### config.mk
export PLATFORM = sky130hd
export DESIGN_NAME = itoa_multi_flat
export DESIGN_NICKNAME = d
export VERILOG_FILES = /design/src/rtl/itoa_pkg.sv /design/src/rtl/itoa_multi_if.sv /design/src/rtl/itoa_multi_divmod10.sv /design/src/rtl/itoa_multi.sv /design/src/flat_wrapper.sv
export SDC_FILE = /design/constraint.sdc
export NUM_CORES = 1
export LEC_CHECK = 0
export CAP_MARGIN = 20
export CORE_UTILIZATION = 57
export DETAILED_ROUTE_END_ITERATION = 8
export PLACE_DENSITY = 0.82
export SLEW_MARGIN = 20
export SYNTH_ARGS = -nofsm -noshare
export SYNTH_HDL_FRONTEND = slang
export SYNTH_SLANG_ARGS = --single-unit
### constraint.sdc
create_clock -name clk -period 20.4 [get_ports clk]
set_clock_uncertainty 0.15 [all_clocks]
set_input_delay 6.12 -clock clk [delete_from_list [all_inputs] [get_ports clk]]
set_output_delay 6.12 -clock clk [all_outputs]
set_load 0.01 [all_outputs]
### src/rtl/itoa_pkg.sv
// Shared constants, state encoding and sizing helper for the integer-to-ASCII converter.
package itoa_pkg;

  localparam logic [7:0] CH_SPACE = 8'h20;
  localparam logic [7:0] CH_ZERO  = 8'h30;
  localparam logic [7:0] CH_MINUS = 8'h2D;
  localparam logic [7:0] CH_OVF   = 8'h2A;

  typedef enum logic [1:0] {
    IDLE,
    CONV,
    DONE
  } state_t;

  // Character index must be able to count 0..NCHAR inclusive.
  function automatic int idx_width(input int nchar);
    return $clog2(nchar + 1);
  endfunction

endpackage

### src/rtl/itoa_multi_if.sv
// Request/result handshake bundle between the converter and its producer/consumer.
interface itoa_multi_if #(
  parameter int WIDTH = 16,
  parameter int NCHAR = 6
);

  logic                  i_valid;
  logic                  i_ready;
  logic [WIDTH-1:0]      i_val;
  logic                  i_signed;
  logic                  i_zpad;
  logic                  o_valid;
  logic                  o_ready;
  logic                  o_ovf;
  logic [NCHAR-1:0][7:0] o_str;

  modport slave (
    input  i_valid, i_val, i_signed, i_zpad, o_ready,
    output i_ready, o_valid, o_ovf, o_str
  );

  modport master (
    output i_valid, i_val, i_signed, i_zpad, o_ready,
    input  i_ready, o_valid, o_ovf, o_str
  );

endinterface

### src/rtl/itoa_multi_divmod10.sv
// Combinational unsigned divide-by-ten: restoring long division, one quotient bit per stage.
module divmod10 #(
  parameter int W = 17
) (
  input  logic [W-1:0] din,
  output logic [W-1:0] quo,
  output logic [3:0]   rem
);

  logic [4:0] part;

  always_comb begin
    // NOTE: combinational blocks use blocking assignments, and every output
    // gets a default at the top so no path can leave it unassigned (latch).
    part = '0;
    quo  = '0;
    for (int i = W - 1; i >= 0; i--) begin
      part = {part[3:0], din[i]};
      if (part >= 5'd10) begin
        part   = part - 5'd10;
        quo[i] = 1'b1;
      end
    end
    rem = part[3:0];
  end

endmodule

### src/rtl/itoa_multi.sv
// Multi-cycle integer-to-decimal-ASCII converter: one character per cycle, right to left,
// with sign placement, optional zero padding, overflow fill and output back-pressure.
module itoa_multi
  import itoa_pkg::*;
#(
  parameter int WIDTH = 16,
  parameter int NCHAR = 6
) (
  input logic         clk,
  input logic         rstn,
  itoa_multi_if.slave bus
);

  localparam int IW = idx_width(NCHAR);
  localparam int MW = WIDTH + 1;

  if (WIDTH < 2 || WIDTH > 32 || NCHAR < 2 || NCHAR > 11) begin : g_bad_params
    $error("itoa_multi: WIDTH must be 2..32 and NCHAR 2..11");
  end

  state_t                state, state_nxt;
  logic [MW-1:0]         mag, quo;
  logic [3:0]            rem;
  logic                  neg, zpad, sign_placed;
  logic [IW-1:0]         idx, pos;
  logic [NCHAR-1:0][7:0] str;
  logic                  ovf;

  logic                  accept, idx_last, last_char;
  logic                  place_sign, ovf_nxt;
  logic [7:0]            ch;
  logic                  neg_in;
  logic [MW-1:0]         ext_in, mag_in;

  divmod10 #(.W(MW)) u_divmod10 (
    .din (mag),
    .quo (quo),
    .rem (rem)
  );

  // The extra magnitude bit lets the most-negative two's complement value negate exactly.
  assign neg_in = bus.i_signed & bus.i_val[WIDTH-1];
  assign ext_in = {neg_in, bus.i_val};
  assign mag_in = neg_in ? (~ext_in + MW'(1)) : ext_in;

  assign accept    = bus.i_valid & bus.i_ready;
  assign idx_last  = (idx == IW'(NCHAR - 1));
  assign last_char = (state == CONV) & idx_last;
  assign pos       = IW'(NCHAR - 1) - idx;

  always_comb begin
    state_nxt   = state;
    bus.i_ready = 1'b0;
    bus.o_valid = 1'b0;
    unique case (state)
      IDLE: begin
        bus.i_ready = 1'b1;
        if (bus.i_valid) state_nxt = CONV;
      end
      CONV: begin
        if (last_char) state_nxt = DONE;
      end
      DONE: begin
        bus.o_valid = 1'b1;
        bus.i_ready = bus.o_ready;
        // A request arriving with the consuming edge restarts conversion without a bubble.
        if (bus.o_ready) state_nxt = bus.i_valid ? CONV : IDLE;
      end
      default: state_nxt = IDLE;
    endcase
  end

  always_ff @(posedge clk or negedge rstn) begin
    // NOTE: sequential state is updated with non-blocking assignments only.
    if (!rstn) state <= IDLE;
    else       state <= state_nxt;
  end

  // Character for the current position; the rightmost one is always a digit so zero prints "0".
  always_comb begin
    ch         = CH_ZERO + {4'h0, rem};
    place_sign = 1'b0;
    if (idx != '0 && mag == '0) begin
      if (zpad) begin
        if (neg && idx_last) begin
          ch         = CH_MINUS;
          place_sign = 1'b1;
        end else begin
          ch = CH_ZERO;
        end
      end else if (neg && !sign_placed) begin
        ch         = CH_MINUS;
        place_sign = 1'b1;
      end else begin
        ch = CH_SPACE;
      end
    end
  end

  // Digits left over, or a sign that never found room, mean the value did not fit.
  assign ovf_nxt = (quo != '0) | (neg & ~(sign_placed | place_sign));

  always_ff @(posedge clk or negedge rstn) begin
    if (!rstn) begin
      mag         <= '0;
      neg         <= 1'b0;
      zpad        <= 1'b0;
      sign_placed <= 1'b0;
      idx         <= '0;
      ovf         <= 1'b0;
      // NOTE: the character register is a handful of flops visible on the port,
      // not a RAM, so it is reset to a defined blank field.
      str         <= {NCHAR{CH_SPACE}};
    end else if (accept) begin
      mag         <= mag_in;
      neg         <= neg_in;
      zpad        <= bus.i_zpad;
      sign_placed <= 1'b0;
      idx         <= '0;
      ovf         <= 1'b0;
    end else if (state == CONV) begin
      mag <= quo;
      idx <= idx + IW'(1);
      if (place_sign) sign_placed <= 1'b1;
      if (idx_last && ovf_nxt) begin
        str <= {NCHAR{CH_OVF}};
        ovf <= 1'b1;
      end else begin
        for (int k = 0; k < NCHAR; k++) begin
          if (pos == IW'(k)) str[k] <= ch;
        end
      end
    end
  end

  assign bus.o_str = str;
  assign bus.o_ovf = ovf;

endmodule

### src/flat_wrapper.sv
// flat-port wrapper written by rule: the top's interface ports become plain ports
module itoa_multi_flat import itoa_pkg::*;
#(
  parameter int WIDTH = 16,
  parameter int NCHAR = 6
)
  (clk, rstn, bus_i_valid, bus_i_val, bus_i_signed, bus_i_zpad, bus_o_ready, bus_i_ready, bus_o_valid, bus_o_ovf, bus_o_str);
  itoa_multi_if #(.WIDTH(WIDTH), .NCHAR(NCHAR)) bus_i ();
  input logic clk;
  input logic rstn;
  input wire logic [$bits(bus_i.i_valid)-1:0] bus_i_valid;
  input wire logic [$bits(bus_i.i_val)-1:0] bus_i_val;
  input wire logic [$bits(bus_i.i_signed)-1:0] bus_i_signed;
  input wire logic [$bits(bus_i.i_zpad)-1:0] bus_i_zpad;
  input wire logic [$bits(bus_i.o_ready)-1:0] bus_o_ready;
  output wire logic [$bits(bus_i.i_ready)-1:0] bus_i_ready;
  output wire logic [$bits(bus_i.o_valid)-1:0] bus_o_valid;
  output wire logic [$bits(bus_i.o_ovf)-1:0] bus_o_ovf;
  output wire logic [$bits(bus_i.o_str)-1:0] bus_o_str;
  assign bus_i.i_valid = bus_i_valid;
  assign bus_i.i_val = bus_i_val;
  assign bus_i.i_signed = bus_i_signed;
  assign bus_i.i_zpad = bus_i_zpad;
  assign bus_i.o_ready = bus_o_ready;
  assign bus_i_ready = bus_i.i_ready;
  assign bus_o_valid = bus_i.o_valid;
  assign bus_o_ovf = bus_i.o_ovf;
  assign bus_o_str = bus_i.o_str;
  itoa_multi #(.WIDTH(WIDTH), .NCHAR(NCHAR)) u_core (.clk(clk), .rstn(rstn), .bus(bus_i));
endmodule
==> results.md <==
Status:
- The run finished with clean final reports.

Timing:
- The actual slew at the worst max-slew pin is 997 ps.
- The final count of hold timing violations is 0.
- The setup TNS after final layout is 0 ps.
- For this run, the top clock speed supported by timing is 59.8 MHz.
- In the finished design, the share of the clock period the worst path needs comes to 0.820.
- Setup violations remaining at the end of the flow were counted as 0.
- In this run the tightest slew margin relative to its limit is 0.329.
- The smallest clock period supported by the final layout is computed as 16730 ps.
- The count of pins over their slew limit is 0.
- Setup repair after global routing left no endpoint under its margin.

Route:
- The antenna violation net count after detailed routing is 0.
- Dividing the detail-routed wire length by the instance count gives 18.2 um.
- The via count is 5825.
- The via density per instance is 6.55.
- For this run, design rule violations remaining after detail routing come to 0.
- The routed design has 16200 um of wire.
- The number of search-and-repair iterations in the first detailed-routing pass is 5.
- The first routing iteration left 317 violations.

CTS:
- The total of cells resized after clock tree synthesis is 0.
- After clock tree synthesis, the clock-pin slew on the worst setup and hold paths is 120 ps.
- For the worst-skew pair, the clock arrives at the later sink with an insertion delay of 320 ps.
- No sink is reached through more buffers than the 2 on the longest clock path.
- In this run the post-CTS setup repair buffer count came out at 0.
- The clock tree from TritonCTS is built.
- The number of hold buffers added after CTS is 0.
- The clock tree synthesis step divided the H-tree into 2 levels.
- The number of sinks on the clock net is 56.
- The tree is rooted in a sky130_fd_sc_hd__clkbuf_8.
- The clock buffer count from CTS is 5.

Critical path:
- The endpoint of the most critical setup path is u_core.bus.o_str[18].
- The kind of cell adding the most delay to the critical path is compound AO/OA/AOI/OAI gates.
- The maximum fanout count along the critical path is 11.
- On the worst path, the slowest cell contributes a delay of 520 ps.
- The startpoint of the worst register-to-register path is u_core.mag[15].
- The cell depth of the worst flop-to-flop path is 72.
- The register-to-register setup slack is 3670 ps.
- The cell type of the slowest stage on the worst timing path is sky130_fd_sc_hd__or4_1.
- The class of the most critical setup path is reg2reg.
- The arrival time of the worst setup path is 16830 ps.
- The first element of the critical path is u_core.mag[15].
- The kind of start point of the critical path is a flop.
- The count of buffering cells on the critical path with inverters included is 5.
- The data required time of the critical path is 20490 ps.
- In this design, the critical path's most frequently occurring cell is sky130_fd_sc_hd__ha_1.
- The critical path crosses 72 cells after its start point.
- The critical path capture point type is a flop.
- The end of the worst register-to-register path is u_core.bus.o_str[18].

Placed design:
- The final weighted congestion in routability-driven placement is 0.951.
- The number of cells after detailed placement is 881.
- The count of buffers from port buffering is 54.
- The HPWL after detailed placement is 12500 um.

GRT:
- The total global routing track utilization is 0.315.
- The first global-routing pass estimated 26200 um of wire.
- The number of antenna violations at the first check in global routing is 0.
- The number of global-route vias before repair is 5446.
- Entering global routing, the biggest net connects 57 pins.
- The total grt overflow is 0.

Logic synthesis:
- The portion of synthesized area spent on multiplexers is 0.0222.
- The number of warnings printed during yosys synthesis is 0.
- The share of synthesized area in the top cell type comes to 0.244.
- Counting flops with a built-in enable in the synthesized netlist gives 0.
- Of the total synthesized cell area, the portion taken by XOR and XNOR cells is 0.0198.
- By area the synthesized netlist is led by sky130_fd_sc_hd__dfrtp_1 (24%), sky130_fd_sc_hd__nand2_1 (4.6%), sky130_fd_sc_hd__ha_1 (4.3%).
- The synthesized netlist contains 104 unique library cells.
- Counting instances in the post-synthesis netlist gives the leading cell types as sky130_fd_sc_hd__nand2_1 (71), sky130_fd_sc_hd__nor2_1 (61), sky130_fd_sc_hd__dfrtp_1 (56).
- After technology mapping, the gate count stands at 729.
- After synthesis the netlist holds a flip-flop and latch count of 56.
- Of all cell types, the one taking the most synthesized area is sky130_fd_sc_hd__dfrtp_1.
- The most used flip-flop cell after synthesis is sky130_fd_sc_hd__dfrtp_1.
- The area fraction in compound gates after synthesis is 0.367.
- The synthesized-area fraction occupied by adder cells is 0.0435.
- The most repeated cell in the gate-level netlist after synthesis is sky130_fd_sc_hd__nand2_1.
- The share of synthesized flip-flops with an asynchronous set or reset is 1.00.
- The mapped netlist covers 5750 um^2.
- Of the synthesized area, sequential elements account for 0.244.
- The fraction of the mapped netlist area in simple logic gates is 0.216.
- The average instance area after synthesis is 7.89 um^2.
- The dominant combinational cell family by area after synthesis is compound AO/OA/AOI/OAI gates.

Layout:
- The final layout contains 797 nets.
- The repair_antennas step left the layout with diodes totalling 0.
- The multi-input combinational cells in the finished layout cover a total of 3910 um^2.
- Of the cells placed in the final design, the portion with a size suffix greater than 1 is 0.0860.
- Fill cells in the final layout number 876.
- The finished layout holds 889 standard cells, fillers aside.
- In the final layout, flip-flops and latches occupy 1400 um^2.
- From synthesis to final layout, the design area changed by 10.3%.
- For this run, the share of the core covered by cells in the final layout is 0.649.

Floorplan:
- The starting utilization of the core area is 0.589.
- The die span in y is 102 um.
- The number of top-level pins is 73.
- The area enclosed by the die boundary is 10500 um^2.
- The cell row count is 36.
- The placeable core region is 9770 um^2.
- Measured along the x axis, the die boundary spans 102 um.

Min path:
- The path class of the tightest hold or removal check is reg2reg.

Job:
- The number of max-cap violations is 0.
[cells by family (layout without fill, tap and decap cells)]
| family | count (synthesis) | after routing |
|---|---|---|
| compound gates | 271 | 271 |
| xor+xnor | 13 | 13 |
| fa+ha+maj | 20 | 20 |
| buf+inv | 109 | 120 |
| flops | 56 | 56 |
| mux | 10 | 10 |
| other cells | 2 | 18 |
| simple gates | 248 | 248 |
[registers in the layout (all words and copies together) (netlist names)]
signal,flops
u_core.idx,3
u_core.neg,1
u_core.bus.o_str,30
u_core.zpad,1
u_core.state,2
u_core.mag,17
u_core.bus.o_ovf,1
u_core.sign_placed,1
[worst register-to-register path, delay by kind of cell, from the launching register on]
family                   cells  cell delay (ps)
AO/OA/AOI/OAI               34             7270
AND/OR/NAND/NOR             21             4030
adder cells (fa/ha/maj)     12             3910
buffers and inverters        5              810
flip-flops                   1              500
[layout by cell type, fill, tap and decap left out, types with 9 or more instances in the layout]
master / netlist / final
sky130_fd_sc_hd__dfrtp_1: 56 / 56
sky130_fd_sc_hd__o221ai_1: 11 / 11
sky130_fd_sc_hd__inv_1: 51 / 51
sky130_fd_sc_hd__a21oi_1: 48 / 48
sky130_fd_sc_hd__nor2_1: 61 / 60
sky130_fd_sc_hd__nand2b_1: 13 / 13
sky130_fd_sc_hd__o21ai_0: 42 / 42
sky130_fd_sc_hd__and3_1: 10 / 10
sky130_fd_sc_hd__ha_1: 20 / 20
sky130_fd_sc_hd__o2bb2ai_1: 9 / 9
sky130_fd_sc_hd__a31oi_1: 9 / 9
sky130_fd_sc_hd__nand3_1: 23 / 23
sky130_fd_sc_hd__o211ai_1: 10 / 10
sky130_fd_sc_hd__nand2_1: 71 / 71
sky130_fd_sc_hd__nor3_1: 12 / 12
sky130_fd_sc_hd__clkdlybuf4s50_1: 0 / 53
sky130_fd_sc_hd__o21ai_1: 9 / 9
sky130_fd_sc_hd__xnor2_1: 10 / 10
sky130_fd_sc_hd__nor2b_1: 11 / 11
sky130_fd_sc_hd__conb_1: 2 / 18
[metrics by stage]
stage                     area [um^2]  setup WS (ps)  hold slack [ps]
after floorplan                  5810           5970              300
after global placement           6240           4750              317
after detailed placement         6240           3960              326
after CTS                        6340           3900              351
after global routing             6340           2360              389
final                            6340           3670              353
[worst min path at each step]
stage | start | end | slack [ps] | cells after the start
2_1_floorplan | u_core.sign_placed | u_core.sign_placed | 300 | 2
3_3_place_gp | u_core.sign_placed | u_core.sign_placed | 320 | 2
3_5_place_dp | u_core.sign_placed | u_core.sign_placed | 330 | 2
4_1_cts | u_core.sign_placed | u_core.sign_placed | 350 | 2
5_1_grt | u_core.neg | u_core.neg | 390 | 2
6_report | u_core.sign_placed | u_core.sign_placed | 350 | 2
[area by class of cell]
class	instances	share of cell area
Multi-Input combinational cell	580	0.617
Sequential cell	56	0.221
Timing Repair Buffer	57	0.0880
Inverter	55	0.0327
Tap cell	133	0.0262
Clock buffer	5	0.0108
Clock inverter	3	0.00454
[routing by layer]
layer	vias up	track usage	part of all wire
met4	0	0.0989	0.014
met1	2808	0.419	0.44
met3	28	0.0335	0.059
met5	-	0	0
li1	2749	-	-
met2	240	0.535	0.49
Power is left out: the tool's default activity adds up to more than one toggle a clock period on the data nets, which glitch-free logic cannot reach.
